File: src/rtl/io_uart_in_pkg.sv
// Shared constants and helpers for the UART receive IO block.
package io_uart_in_pkg;

    // FIFO geometry: 2**FIFO_AW character entries
    localparam int FIFO_AW = 4;

    // IO word addresses (byte address bits [15:2])
    localparam logic [13:0] ADR_RXDATA = 14'h3F04;
    localparam logic [13:0] ADR_RXSTAT = 14'h3F05;

    // RXSTAT bit positions
    localparam int RXSTAT_CNT   = 0;
    localparam int RXSTAT_EMPTY = 8;
    localparam int RXSTAT_FULL  = 9;
    localparam int RXSTAT_OVF   = 10;
    localparam int RXSTAT_IE    = 16;
    localparam int RXSTAT_FLUSH = 0;

    typedef struct packed {
        logic               ie;
        logic               ovf;
        logic               full;
        logic               empty;
        logic [FIFO_AW:0]   count;
    } rxstat_t;

    // Pack the status fields into the 32-bit RXSTAT read word
    function automatic logic [31:0] pack_rxstat(input rxstat_t s);
        logic [31:0] w;
        w = '0;
        w[RXSTAT_CNT +: FIFO_AW+1] = s.count;
        w[RXSTAT_EMPTY]            = s.empty;
        w[RXSTAT_FULL]             = s.full;
        w[RXSTAT_OVF]              = s.ovf;
        w[RXSTAT_IE]               = s.ie;
        return w;
    endfunction

endpackage

File: src/rtl/io_uart_in_if.sv
// Bus bundle for the UART receive block: UART front-end strobe, IO bus, interrupt.
interface io_uart_in_if;
    logic [7:0]  uart_rx_char;
    logic        uart_rx_we;
    logic        dma_io_we;
    logic [13:0] dma_io_wadr;
    logic [31:0] dma_io_wdata;
    logic [13:0] dma_io_radr;
    logic        dma_io_radr_en;
    logic [31:0] dma_io_rdata_in;
    logic [31:0] dma_io_rdata;
    logic        rx_int;

    // Bus side: drives the front-end and IO bus, observes read data and interrupt
    modport master (
        output uart_rx_char, uart_rx_we,
        output dma_io_we, dma_io_wadr, dma_io_wdata,
        output dma_io_radr, dma_io_radr_en, dma_io_rdata_in,
        input  dma_io_rdata, rx_int
    );

    // Peripheral side
    modport slave (
        input  uart_rx_char, uart_rx_we,
        input  dma_io_we, dma_io_wadr, dma_io_wdata,
        input  dma_io_radr, dma_io_radr_en, dma_io_rdata_in,
        output dma_io_rdata, rx_int
    );
endinterface

File: src/rtl/io_uart_in_fifo.sv
// Synchronous character FIFO with flush; combinational head-of-queue output.
module io_uart_in_fifo #(
    parameter int FIFO_AW = 4
) (
    input  logic               clk,
    input  logic               rst_n,
    input  logic               i_push,
    input  logic               i_pop,
    input  logic               i_flush,
    input  logic [7:0]         i_din,
    output logic [7:0]         o_dout,
    output logic [FIFO_AW:0]   o_count,
    output logic               o_empty,
    output logic               o_full
);
    localparam int DEPTH = 1 << FIFO_AW;
    localparam logic [FIFO_AW:0]   FULL_CNT = {1'b1, {FIFO_AW{1'b0}}};
    localparam logic [FIFO_AW-1:0] PTR_ONE  = {{(FIFO_AW-1){1'b0}}, 1'b1};

    logic [7:0]         r_mem [DEPTH];
    logic [FIFO_AW-1:0] r_wptr;
    logic [FIFO_AW-1:0] r_rptr;
    logic [FIFO_AW:0]   r_count;
    logic               w_empty;
    logic               w_full;
    logic               w_do_pop;
    logic               w_do_push;

    assign w_empty = (r_count == '0);
    assign w_full  = (r_count == FULL_CNT);

    // Flush overrides both operations; a pop frees a slot so push at full is accepted
    assign w_do_pop  = i_pop & ~w_empty & ~i_flush;
    assign w_do_push = i_push & ~i_flush & (~w_full | (i_pop & ~w_empty));

    // Storage array, no reset so it maps onto RAM
    always_ff @(posedge clk) begin
        if (w_do_push) begin
            r_mem[r_wptr] <= i_din;
        end
    end

    // Pointer and occupancy bookkeeping
    always_ff @(posedge clk or negedge rst_n) begin
        if (!rst_n) begin
            r_wptr  <= '0;
            r_rptr  <= '0;
            r_count <= '0;
        end else if (i_flush) begin
            r_wptr  <= '0;
            r_rptr  <= '0;
            r_count <= '0;
        end else begin
            if (w_do_push) begin
                r_wptr <= r_wptr + PTR_ONE;
            end
            if (w_do_pop) begin
                r_rptr <= r_rptr + PTR_ONE;
            end
            if (w_do_push && !w_do_pop) begin
                r_count <= r_count + 1'b1;
            end else if (w_do_pop && !w_do_push) begin
                r_count <= r_count - 1'b1;
            end
        end
    end

    assign o_dout  = r_mem[r_rptr];
    assign o_count = r_count;
    assign o_empty = w_empty;
    assign o_full  = w_full;

endmodule

File: src/rtl/io_uart_in.sv
// UART receive IO block: register decode, overflow, interrupt and read-data chain.
module io_uart_in
    import io_uart_in_pkg::*;
(
    input  logic            clk,
    input  logic            rst_n,
    io_uart_in_if.slave     bus
);
    logic               w_rd_rxdata;
    logic               w_rd_rxstat;
    logic               w_wr_rxstat;
    logic               w_flush;
    logic               w_pop_ok;
    logic               w_ovf_set;
    logic [7:0]         w_dout;
    logic [FIFO_AW:0]   w_count;
    logic               w_empty;
    logic               w_full;
    logic [31:0]        w_rd_word;
    rxstat_t            w_stat;
    logic               w_unused_bits;

    logic               r_ovf;
    logic               r_ie;
    logic               r_hit;
    logic [31:0]        r_rdata;
    logic               r_rx_int;

    assign w_rd_rxdata = bus.dma_io_radr_en & (bus.dma_io_radr == ADR_RXDATA);
    assign w_rd_rxstat = bus.dma_io_radr_en & (bus.dma_io_radr == ADR_RXSTAT);
    assign w_wr_rxstat = bus.dma_io_we & (bus.dma_io_wadr == ADR_RXSTAT);
    assign w_flush     = w_wr_rxstat & bus.dma_io_wdata[RXSTAT_FLUSH];
    assign w_pop_ok    = w_rd_rxdata & ~w_empty;

    // A char is lost only when full with no pop to make room; a flush discards silently
    assign w_ovf_set   = bus.uart_rx_we & w_full & ~w_pop_ok & ~w_flush;

    assign w_unused_bits = ^{bus.dma_io_wdata[31:17], bus.dma_io_wdata[15:11],
                             bus.dma_io_wdata[9:1]};

    io_uart_in_fifo #(
        .FIFO_AW (FIFO_AW)
    ) u_fifo (
        .clk     (clk),
        .rst_n   (rst_n),
        .i_push  (bus.uart_rx_we),
        .i_pop   (w_rd_rxdata),
        .i_flush (w_flush),
        .i_din   (bus.uart_rx_char),
        .o_dout  (w_dout),
        .o_count (w_count),
        .o_empty (w_empty),
        .o_full  (w_full)
    );

    assign w_stat = '{ie: r_ie, ovf: r_ovf, full: w_full, empty: w_empty, count: w_count};

    // Select the word this block would return for the current read strobe
    always_comb begin
        w_rd_word = '0;
        if (w_pop_ok) begin
            w_rd_word = {23'd0, 1'b1, w_dout};
        end else if (w_rd_rxstat) begin
            w_rd_word = pack_rxstat(w_stat);
        end
    end

    // Sticky overflow (a new loss wins over a simultaneous clear) and interrupt enable
    always_ff @(posedge clk or negedge rst_n) begin
        if (!rst_n) begin
            r_ovf <= 1'b0;
            r_ie  <= 1'b0;
        end else begin
            if (w_ovf_set) begin
                r_ovf <= 1'b1;
            end else if (w_wr_rxstat && bus.dma_io_wdata[RXSTAT_OVF]) begin
                r_ovf <= 1'b0;
            end
            if (w_wr_rxstat) begin
                r_ie <= bus.dma_io_wdata[RXSTAT_IE];
            end
        end
    end

    // Read capture: hit and data only change on a read strobe, otherwise held
    always_ff @(posedge clk or negedge rst_n) begin
        if (!rst_n) begin
            r_hit   <= 1'b0;
            r_rdata <= '0;
        end else if (bus.dma_io_radr_en) begin
            r_hit   <= w_rd_rxdata | w_rd_rxstat;
            r_rdata <= w_rd_word;
        end
    end

    // Level interrupt, registered from current enable and occupancy
    always_ff @(posedge clk or negedge rst_n) begin
        if (!rst_n) begin
            r_rx_int <= 1'b0;
        end else begin
            r_rx_int <= r_ie & ~w_empty;
        end
    end

    assign bus.dma_io_rdata = r_hit ? r_rdata : bus.dma_io_rdata_in;
    assign bus.rx_int       = r_rx_int;

endmodule

File: src/flat_wrapper.sv
// flat-port wrapper written by rule: the top's interface ports become plain ports
module io_uart_in_flat import io_uart_in_pkg::*;
  (clk, rst_n, bus_uart_rx_char, bus_uart_rx_we, bus_dma_io_we, bus_dma_io_wadr, bus_dma_io_wdata, bus_dma_io_radr, bus_dma_io_radr_en, bus_dma_io_rdata_in, bus_dma_io_rdata, bus_rx_int);
  io_uart_in_if bus_i ();
  input  logic clk;
  input  logic rst_n;
  input wire logic [$bits(bus_i.uart_rx_char)-1:0] bus_uart_rx_char;
  input wire logic [$bits(bus_i.uart_rx_we)-1:0] bus_uart_rx_we;
  input wire logic [$bits(bus_i.dma_io_we)-1:0] bus_dma_io_we;
  input wire logic [$bits(bus_i.dma_io_wadr)-1:0] bus_dma_io_wadr;
  input wire logic [$bits(bus_i.dma_io_wdata)-1:0] bus_dma_io_wdata;
  input wire logic [$bits(bus_i.dma_io_radr)-1:0] bus_dma_io_radr;
  input wire logic [$bits(bus_i.dma_io_radr_en)-1:0] bus_dma_io_radr_en;
  input wire logic [$bits(bus_i.dma_io_rdata_in)-1:0] bus_dma_io_rdata_in;
  output wire logic [$bits(bus_i.dma_io_rdata)-1:0] bus_dma_io_rdata;
  output wire logic [$bits(bus_i.rx_int)-1:0] bus_rx_int;
  assign bus_i.uart_rx_char = bus_uart_rx_char;
  assign bus_i.uart_rx_we = bus_uart_rx_we;
  assign bus_i.dma_io_we = bus_dma_io_we;
  assign bus_i.dma_io_wadr = bus_dma_io_wadr;
  assign bus_i.dma_io_wdata = bus_dma_io_wdata;
  assign bus_i.dma_io_radr = bus_dma_io_radr;
  assign bus_i.dma_io_radr_en = bus_dma_io_radr_en;
  assign bus_i.dma_io_rdata_in = bus_dma_io_rdata_in;
  assign bus_dma_io_rdata = bus_i.dma_io_rdata;
  assign bus_rx_int = bus_i.rx_int;
  io_uart_in u_core (.clk(clk), .rst_n(rst_n), .bus(bus_i));
endmodule
File: config.mk
export PLATFORM = sky130hd
export DESIGN_NAME = io_uart_in_flat
export DESIGN_NICKNAME = d
export VERILOG_FILES = /design/src/rtl/io_uart_in_pkg.sv /design/src/rtl/io_uart_in_if.sv /design/src/rtl/io_uart_in_fifo.sv /design/src/rtl/io_uart_in.sv /design/src/flat_wrapper.sv
export SDC_FILE = /design/constraint.sdc
export NUM_CORES = 1
export LEC_CHECK = 0
export CAP_MARGIN = 20
export CORE_AREA = 4 4 136 138
export CTS_CLUSTER_SIZE = 28
export DETAILED_ROUTE_END_ITERATION = 8
export DIE_AREA = 0 0 140 142
export DONT_BUFFER_PORTS = 1
export SKIP_LAST_GASP = 1
export SYNTH_ARGS = -nofsm -noshare
export SYNTH_HDL_FRONTEND = slang
export SYNTH_SLANG_ARGS = --single-unit
File: constraint.sdc
create_clock -name clk -period 3.5 [get_ports clk]
set_input_delay 0.7 -clock clk [delete_from_list [all_inputs] [get_ports clk]]
set_output_delay 0.7 -clock clk [all_outputs]
set_load 0.02 [all_outputs]
# After elaboration in Yosys (flattened, before gate mapping)
# Memory sizes are Yosys's and may differ from the RTL's.
# Index checks and enable logic that the tools add are counted.
# op_classes
addsub	4
eq_ne	4
mux	14
n_bitwise	18
n_reduce_logical	10
# op_table
op	count
equality test 14 bit (second input constant)	3
two-way mux 17 bit	2
two-way mux 32 bit	1
two-way mux 4 bit	4
two-way mux 5 bit	3
bitwise AND 1 bit	12
adder 4 x 1 -> 4 bit (second input constant)	2
nonzero test 2 bit	3
adder 5 x 1 -> 5 bit (second input constant)	1
equality test 5 bit (second input constant)	1
zero test 5 bit	1
subtractor 5 x 1 -> 5 bit (second input constant)	1
two-way mux 1 bit	4
inverter 1 bit	4
logical AND 1 bit	3
nonzero test 3 bit	1
zero test 1 bit	2
bitwise OR 1 bit	2
# totals
ff_bits	49
ramBits	128
in_bits	105
out_inout_bits	33
n_memories	1
# memory_table
name	words	width	rd	rd_ports_with_merged_regs	wr	line_no	text
u_core.u_fifo.r_mem	16	8	1	0	1	io_uart_in_fifo.sv:20	logic [7:0] r_mem [DEPTH];

# Depth between registers and ports, before layout
# Gate-level depths: netlist of the first run.
# depth
ltp_word	11
mapped_depth	11

# Hierarchy
# Synthesis of the first run repeated with hierarchy kept, for this count alone.
# unflattened
hier_cells	451
area_unflattened_um2	6944.2
# by_module_without_submodules
module	instances	cells_each	area_per_inst_um2	seq_area_each_um2
io_uart_in_fifo	1	351	5929.4	4169.0
io_uart_in	1	100	1014.7	400.4

# Worst setup path after synthesis of the first run
# OpenSTA, ideal clock, no wires.
# synth_timing
kind	input to register
from	input port bus_dma_io_wadr[1]
to	register u_core.u_fifo.r_count[4], in the netlist u_core.u_fifo.o_count[4]
arrival_time_ns	3.523
slack_ns	-0.105
path_stages	11
cell_sequence	or4b_1 > nor4_1 > nand2_1 > clkbuf_1 > nand3_1 > fa_1 > a21o_1 > a21oi_1 > or3b_2 > a21o_1 > a31oi_1
# synth_via
elab_chain_len	9
word_cells_on_any_way	14
# synth_rtl
item	line_no	text
start: declaration	flat_wrapper.sv:10	input wire logic [$bits(bus_i.dma_io_wadr)-1:0] bus_dma_io_wadr;
equality test 14 bit *	io_uart_in.sv:31	assign w_wr_rxstat = bus.dma_io_we & (bus.dma_io_wadr == ADR_RXSTAT);
bitwise AND 1 bit *	io_uart_in.sv:31	
bitwise AND 1 bit *	io_uart_in.sv:32	assign w_flush = w_wr_rxstat & bus.dma_io_wdata[RXSTAT_FLUSH];
inverter 1 bit	io_uart_in_fifo.sv:33, io_uart_in_fifo.sv:34	
bitwise AND 1 bit, on equally long branches	io_uart_in_fifo.sv:34, io_uart_in_fifo.sv:33	
bitwise AND 1 bit or zero test 1 bit (tied branches)	io_uart_in_fifo.sv:34, io_uart_in_fifo.sv:60	
logical AND 1 bit or zero test 1 bit (tied branches)	io_uart_in_fifo.sv:60, io_uart_in_fifo.sv:62	
two-way mux 5 bit or logical AND 1 bit (tied branches)	io_uart_in_fifo.sv:60, io_uart_in_fifo.sv:62	
two-way mux 5 bit or nonzero test 3 bit (tied branches)	n/a	
end signal: assignment	io_uart_in_fifo.sv:61	r_count <= r_count + 1'b1;
end signal: assignment	io_uart_in_fifo.sv:63	r_count <= r_count - 1'b1;
end: declaration	io_uart_in_fifo.sv:23	logic [FIFO_AW:0] r_count;
# Mark *: on every way between the ends. The rest lies on a longest branch, timed or not.
# A chain may end at the register's enable or synchronous reset.

# Worst setup path in the final report of the first run
# layout_timing
from	register u_core.u_fifo.r_count[1], in the netlist u_core.u_fifo.o_count[1]
to	register u_core.u_fifo.r_count[4], in the netlist u_core.u_fifo.o_count[4]
# layout_via
elab_chain_len	8
word_cells_on_any_way	18
# layout_rtl
item
parallel branches: the longest is 8 deep, another holds subtractor 5 x 1 -> 5 bit
# Several ways; the timed one is not identified. The select of a mux whose other input is x is not followed.

==> results of run 1 <==
final timing paths:
kind | from | endpoint | slack [ps]
worst min register to register | u_core.r_ie | u_core.bus.rx_int | 500
max in group asynchronous | rst_n | u_core.u_fifo.r_rptr[0] | 3210
worst min-delay path | rst_n | u_core.u_fifo.o_count[0] | 100
worst max-delay path | u_core.u_fifo.o_count[1] | u_core.u_fifo.o_count[4] | 410
worst max register to register | u_core.u_fifo.o_count[1] | u_core.u_fifo.o_count[4] | 410
min in group clk | bus_dma_io_radr_en | u_core.r_rdata[16] | 380
cells in the mapped netlist (3+ instances only):
| cell type | count |
|---|---|
| inv_1 | 12 |
| edfxtp_1 | 128 |
| nor3_1 | 4 |
| nand2_1 | 26 |
| o22ai_1 | 4 |
| ha_1 | 9 |
| nor2_1 | 24 |
| dfrtp_1 | 29 |
| a21oi_1 | 11 |
| xor2_1 | 5 |
| clkbuf_1 | 19 |
| mux2_2 | 16 |
| or4_1 | 4 |
| nand3_1 | 17 |
| nor2b_1 | 25 |
| nand2b_1 | 5 |
| mux2i_1 | 10 |
| buf_2 | 3 |
| o21ai_1 | 4 |
| nor4_1 | 3 |
| mux4_2 | 36 |
final cells by class:
class / instances / area share, %
Sequential cell: 157 / 58.1
Timing Repair Buffer: 27 / 2.74
Multi-Input combinational cell: 230 / 27.2
Clock buffer: 18 / 5.46
Tap cell: 225 / 3.58
Inverter: 12 / 0.573
Clock inverter: 14 / 2.31
state kept, by name (all words and copies together), names as in the netlist:
signal / flops
u_core.u_fifo.r_mem: 128
u_core.r_rdata: 12
u_core.u_fifo.o_count: 5
u_core.u_fifo.r_rptr: 4
u_core.u_fifo.r_wptr: 4
u_core.bus.rx_int: 1
u_core.r_hit: 1
u_core.r_ie: 1
u_core.r_ovf: 1
worst reg2reg max path: cells and delay by family, from the launching register on:
kind,cells,cell delay (ps)
and+or+nand+nor,5,1060
AOI/OAI and AO/OA,4,810
adders and majority gates,1,490
DFF,1,460
buffers and inverters,1,200
routing by layer:
metal	global-route usage [%]	vias up	routed length, um
met5	0	-	0
met4	3.72	0	111
met3	3.70	11	801
met2	26.4	131	7590
met1	17.9	1893	5740
li1	-	1668	-
power breakdown:
group / internal [mW] / total [mW] / switching [mW]
logic: 0.253 / 0.600 / 0.347
registers: 2.23 / 2.36 / 0.131
clock network: 1.14 / 1.89 / 0.748
total: 3.62 / 4.84 / 1.23
cell families after synthesis:
logic type,Yosys count
and+or+nand+nor,121
adders and majority gates,10
xor gates and xnor gates,7
DFF,157
AOI/OAI and AO/OA,30
muxes,62
buffers and inverters,35
==> impl_metrics.env, run 1 <==
export IMPL_path_cells="nor4_1 > buf_4 > nand2b_1 > nand2_1 > nand3_2 > fa_1 > a21o_1 > a21oi_1 > nand3_1 > a21o_1 > a31oi_1"
export IMPL_cp_num_buf_inv=1
export IMPL_cp_top_family="simple AND/OR/NAND/NOR gates"
export IMPL_cts_resized_gates=0
export IMPL_final_util_pct=45.8
export IMPL_ys_seq_area_share_pct=66.9
export IMPL_clockBufferDepth=2
export IMPL_dp_slack_ps=28.2
export IMPL_synth_area_mux_share_pct=16.0
export IMPL_r2r_cells=11
export IMPL_drv_slew=0
export IMPL_async_flop_share_pct=18.5
export IMPL_yosys_warnings=0
export IMPL_cts_tree="yes"
export IMPL_grt_max_degree=34
export IMPL_hold_violations=0
export IMPL_cp_slowest_cell="fa_1"
export IMPL_grt_ovfl_total=0
export IMPL_place_area_mm2=0.00723
export IMPL_hold_slack_ps=99.8
export IMPL_skew_ps=7.61
export IMPL_status="finished, final reports clean"
export IMPL_first_pass_iters=4
export IMPL_synth_top_family_by_area="multiplexers"
export IMPL_synth_flop_cell="edfxtp_1"
export IMPL_final_setup_worst_slack_ps=409
export IMPL_vdd_drop_max_mv=0.317
export IMPL_port_buffer_count=0
export IMPL_path_class="flop to flop"
export IMPL_relSlewSlack_pct=37.8
export IMPL_drtIter0Drc=183
export IMPL_clkSinkCount=157
export IMPL_path_depth=11
export IMPL_synth_top_area_share_pct=56.3
export IMPL_rsz0062_at_grt="no"
export IMPL_multi_input_area_mm2=0.00214
export IMPL_layout_commonest_cell="edfxtp_1"
export IMPL_synthCells=422
export IMPL_grt_pass1_vias=3807
export IMPL_synth_area_leaders="edfxtp_1, mux4_2, dfrtp_1"
export IMPL_boundaryPins=138
export IMPL_seqCellArea_mm2=0.00457
export IMPL_final_period_utilization_pct=88.3
export IMPL_clockRootBuffer="clkbuf_16"
export IMPL_dp_cells=650
export IMPL_clk_latency_ps=410
export IMPL_fp_dieH_um=142
export IMPL_nets=560
export IMPL_synth_compound_area_share_pct=2.86
export IMPL_gp_congestion=0.803
export IMPL_synth_edf_count=128
export IMPL_leakage_nw=2.70
export IMPL_dp_hpwl_um=9960
export IMPL_synth_simple_area_share_pct=9.40
export IMPL_slowest_delay_ps=490
export IMPL_synth_seq_cells=157
export IMPL_setup_viol=0
export IMPL_htreeDepth=4
export IMPL_ys_types=42
export IMPL_fin_setup_tns_ps=0
export IMPL_arrival_ps=3430
export IMPL_synthAdderAreaFrac_pct=1.94
export IMPL_crit_top_cell="a21o_1"
export IMPL_rows=48
export IMPL_vias=3703
export IMPL_viasPerCell=5.42
export IMPL_maxCapViolCount=0
export IMPL_synthXorXnorAreaFrac_pct=0.898
export IMPL_power_density_mw_per_mm2=616
export IMPL_total_power_mw=4.84
export IMPL_critPathMaxFanout=10
export IMPL_grt_pass1_wl_um=21900
export IMPL_final_cell_mix="edfxtp_1, mux4_2, dfrtp_1"
export IMPL_cts_setup_buffers=0
export IMPL_core_area_mm2=0.0172
export IMPL_worstPathRequired_ps=3840
export IMPL_synth_net_count=537
export IMPL_drt_total_wl_um=14200
export IMPL_antenna_found_initial=1
export IMPL_clk_pin_slew_worst_paths_ps=60
export IMPL_fin_crit_ps=3090
export IMPL_synth_area_leader_cell="edfxtp_1"
export IMPL_drive_gt1_share_pct=25.5
export IMPL_worstHoldPathType="primary input to asynchronous set/reset pin"
export IMPL_layoutNonFillerInstCount=683
export IMPL_cts_hold_fix_buffers=1
export IMPL_design_area_mm2=0.00787
export IMPL_fillCellCount=1446
export IMPL_critical_path_startpoint_type="flop"
export IMPL_start_util_pct=39.7
export IMPL_avgSynthCellArea_um2=16.2
export IMPL_ant_nets=0
export IMPL_syn_cell_area_mm2=0.00683
export IMPL_drc_errors=0
export IMPL_cts_buffers=17
export IMPL_tightest_slew_ps=933
export IMPL_dieArea_mm2=0.0199
export IMPL_antenna_cells=0
export IMPL_fmaxAchievable_mhz=324
export IMPL_dieWidth_um=140
export IMPL_syn_to_final_growth_pct=15.2
export IMPL_wl_per_cell_um=20.9
export IMPL_grtUsageTotal_pct=14.7
export IMPL_end_kind="flop"
(Power assumes the default switching activity.)
==> run 2: changes to the inputs <==
Settings changed: TNS_END_PERCENT set to 10.
==> results of run 2 <==
The final DEF is identical to that of run 1; final timing and power are the same.
==> run 3: changes to the inputs <==
Settings changed: RECOVER_POWER set to 100.
==> run 3 against run 2 <==
  * The flow now finishes with violations (capacitance limit, slew limit)
  * Setup slack worse by 64 ps
  * Clock skew fell by 0.89 ps
  * Sequential power barely moved
  * Global-route usage unchanged
  * Combinational power shrank 5.3%
  * Final area is 1.6% lower
  * Clock power is essentially flat
  * Critical path type unchanged
  * Critical endpoint unchanged
==> impl_metrics.env, run 3 (synthesis gave the netlist of run 1 again) <==
export IMPL_seqCellArea_mm2=0.00457
export IMPL_drv_slew=30
export IMPL_antenna_found_initial=1
export IMPL_hold_violations=0
export IMPL_top_layer="met4"
export IMPL_ant_nets=0
export IMPL_cts_buffers=17
export IMPL_clockRootBuffer="clkbuf_16"
export IMPL_top_register="u_core.u_fifo.r_mem"
export IMPL_wl_per_cell_um=20.8
export IMPL_grt_pass1_vias=3807
export IMPL_grtUsageTotal_pct=14.7
export IMPL_grt_ovfl_total=0
export IMPL_rows=48
export IMPL_drt_total_wl_um=14200
export IMPL_fin_setup_tns_ps=0
export IMPL_drive_gt1_share_pct=17.0
export IMPL_clkSinkCount=157
export IMPL_grt_max_degree=34
export IMPL_vdd_drop_max_mv=0.321
export IMPL_wl_met2_um=7560
export IMPL_drc_errors=0
export IMPL_layoutNonFillerInstCount=683
export IMPL_clk_latency_ps=410
export IMPL_critPathMaxFanout=10
export IMPL_maxCapViolCount=1
export IMPL_hold_slack_ps=378
export IMPL_violations="capacitance limit, slew limit"
export IMPL_syn_to_final_growth_pct=13.4
export IMPL_setup_viol=0
export IMPL_p_comb_share_pct=11.8
export IMPL_path_class="flop to flop"
export IMPL_tightest_slew_ps=1570
export IMPL_p_int_mw=3.59
export IMPL_largest_reg_flops=128
export IMPL_clk_pin_slew_worst_paths_ps=60
export IMPL_gp_congestion=0.803
export IMPL_drtIter0Drc=228
export IMPL_worstHoldPathType="primary input to flop"
export IMPL_start_util_pct=39.7
export IMPL_p_sw_share_pct=25.5
export IMPL_port_buffer_count=0
export IMPL_viasPerCell=5.38
export IMPL_cts_tree="yes"
export IMPL_skew_ps=6.72
export IMPL_leakage_nw=2.60
export IMPL_multi_input_area_mm2=0.00212
export IMPL_clock_power_share_pct=39.2
export IMPL_final_cell_mix="edfxtp_1, mux4_2, dfrtp_1"
export IMPL_htreeDepth=4
export IMPL_clockBufferDepth=2
export IMPL_nets=560
export IMPL_dp_hpwl_um=9960
export IMPL_arrival_ps=3490
export IMPL_power_density_mw_per_mm2=622
export IMPL_status="finished with violations"
export IMPL_fp_dieH_um=142
export IMPL_cts_setup_buffers=0
export IMPL_antenna_cells=0
export IMPL_critical_path_startpoint_type="flop"
export IMPL_rsz0062_at_grt="no"
export IMPL_vias=3675
export IMPL_wl_met3_um=765
export IMPL_end_kind="flop"
export IMPL_final_period_utilization_pct=90.1
export IMPL_layout_commonest_cell="edfxtp_1"
export IMPL_fmaxAchievable_mhz=317
export IMPL_fillCellCount=1478
export IMPL_dp_cells=650
export IMPL_worstPathRequired_ps=3840
export IMPL_grt_pass1_wl_um=21900
export IMPL_power_switching_mw=1.23
export IMPL_relSlewSlack_pct=-4.78
export IMPL_core_area_mm2=0.0172
export IMPL_dieArea_mm2=0.0199
export IMPL_pwr_share_seq_pct=49.0
export IMPL_dieWidth_um=140
export IMPL_wl_met1_um=5750
export IMPL_fin_crit_ps=3150
export IMPL_boundaryPins=138
export IMPL_first_pass_iters=5
==> run 3: repair_timing <==
action | in CTS | in global routing
hold buffers | 1 | 0
resized for setup | 0 | 0
hold endpoints to repair | 29 | 0
==> run 3: final timing paths <==
| kind | from | cells after the start | slack [ps] | endpoint |
|---|---|---|---|---|
| worst max-delay path | u_core.u_fifo.o_count[1] | 11 | 350 | u_core.u_fifo.o_count[4] |
| worst min-delay path | bus_uart_rx_char[2] | 0 | 380 | u_core.u_fifo.r_mem[15][2] |
| worst max register to register | u_core.u_fifo.o_count[1] | 11 | 350 | u_core.u_fifo.o_count[4] |
| worst min register to register | u_core.r_ie | 2 | 500 | u_core.r_rdata[16] |
| max in group asynchronous | rst_n | 1 | 1910 | u_core.r_rdata[7] |
| min in group asynchronous | rst_n | 1 | 660 | u_core.u_fifo.o_count[2] |
==> run 3: worst max-delay path, cell delays in order, from the launching register on <==
cell and delay (ps):
dfrtp_1 460, nor4_1 340, clkbuf_1 230, nand2b_1 260
nand2_1 200, nand3_2 170, fa_1 490, a21o_1 190
a21oi_1 280, nand3_1 110, a21o_1 180, a31oi_1 150
==> run 3: layout make-up <==
class,instances,area share (%)
well taps,225,3.64
clock buffers,18,5.54
inverters,12,0.582
flip-flops and latches,157,59.0
clock inverters,14,2.34
multi-input cells,230,27.3
repair buffers,27,1.52
==> run 3: power by group through the flow <==
stage	Clock [mW]	Combinational, mW	Sequential (mW)
finish	1.89	0.568	2.36
global route	2.01	0.641	2.38
CTS	1.92	0.611	2.36
detailed placement	0	0.600	2.39
global placement	0	0.575	2.38
floorplan	0	0.456	2.33
==> run 3: per-layer routing <==
metal / vias to the layer above / track usage, %
met5: - / 0
met4: 0 / 3.72
met1: 1882 / 17.9
li1: 1666 / -
met3: 12 / 3.70
met2: 115 / 26.4
==> run 3: stage by stage <==
| step | total power [mW] | worst slack, ps | instance area [um2] | util (%) |
|---|---|---|---|---|
| 2_1_floorplan | 2.79 | 60.0 | 6850 | - |
| 3_3_place_gp | 2.96 | 84.1 | 7230 | 42.1 |
| 3_5_place_dp | 2.99 | 28.2 | 7230 | 42.1 |
| 4_1_cts | 4.89 | 418 | 7870 | 45.8 |
| 5_1_grt | 5.03 | 109 | 7740 | 45.1 |
| 6_report | 4.82 | 346 | 7740 | 45.1 |
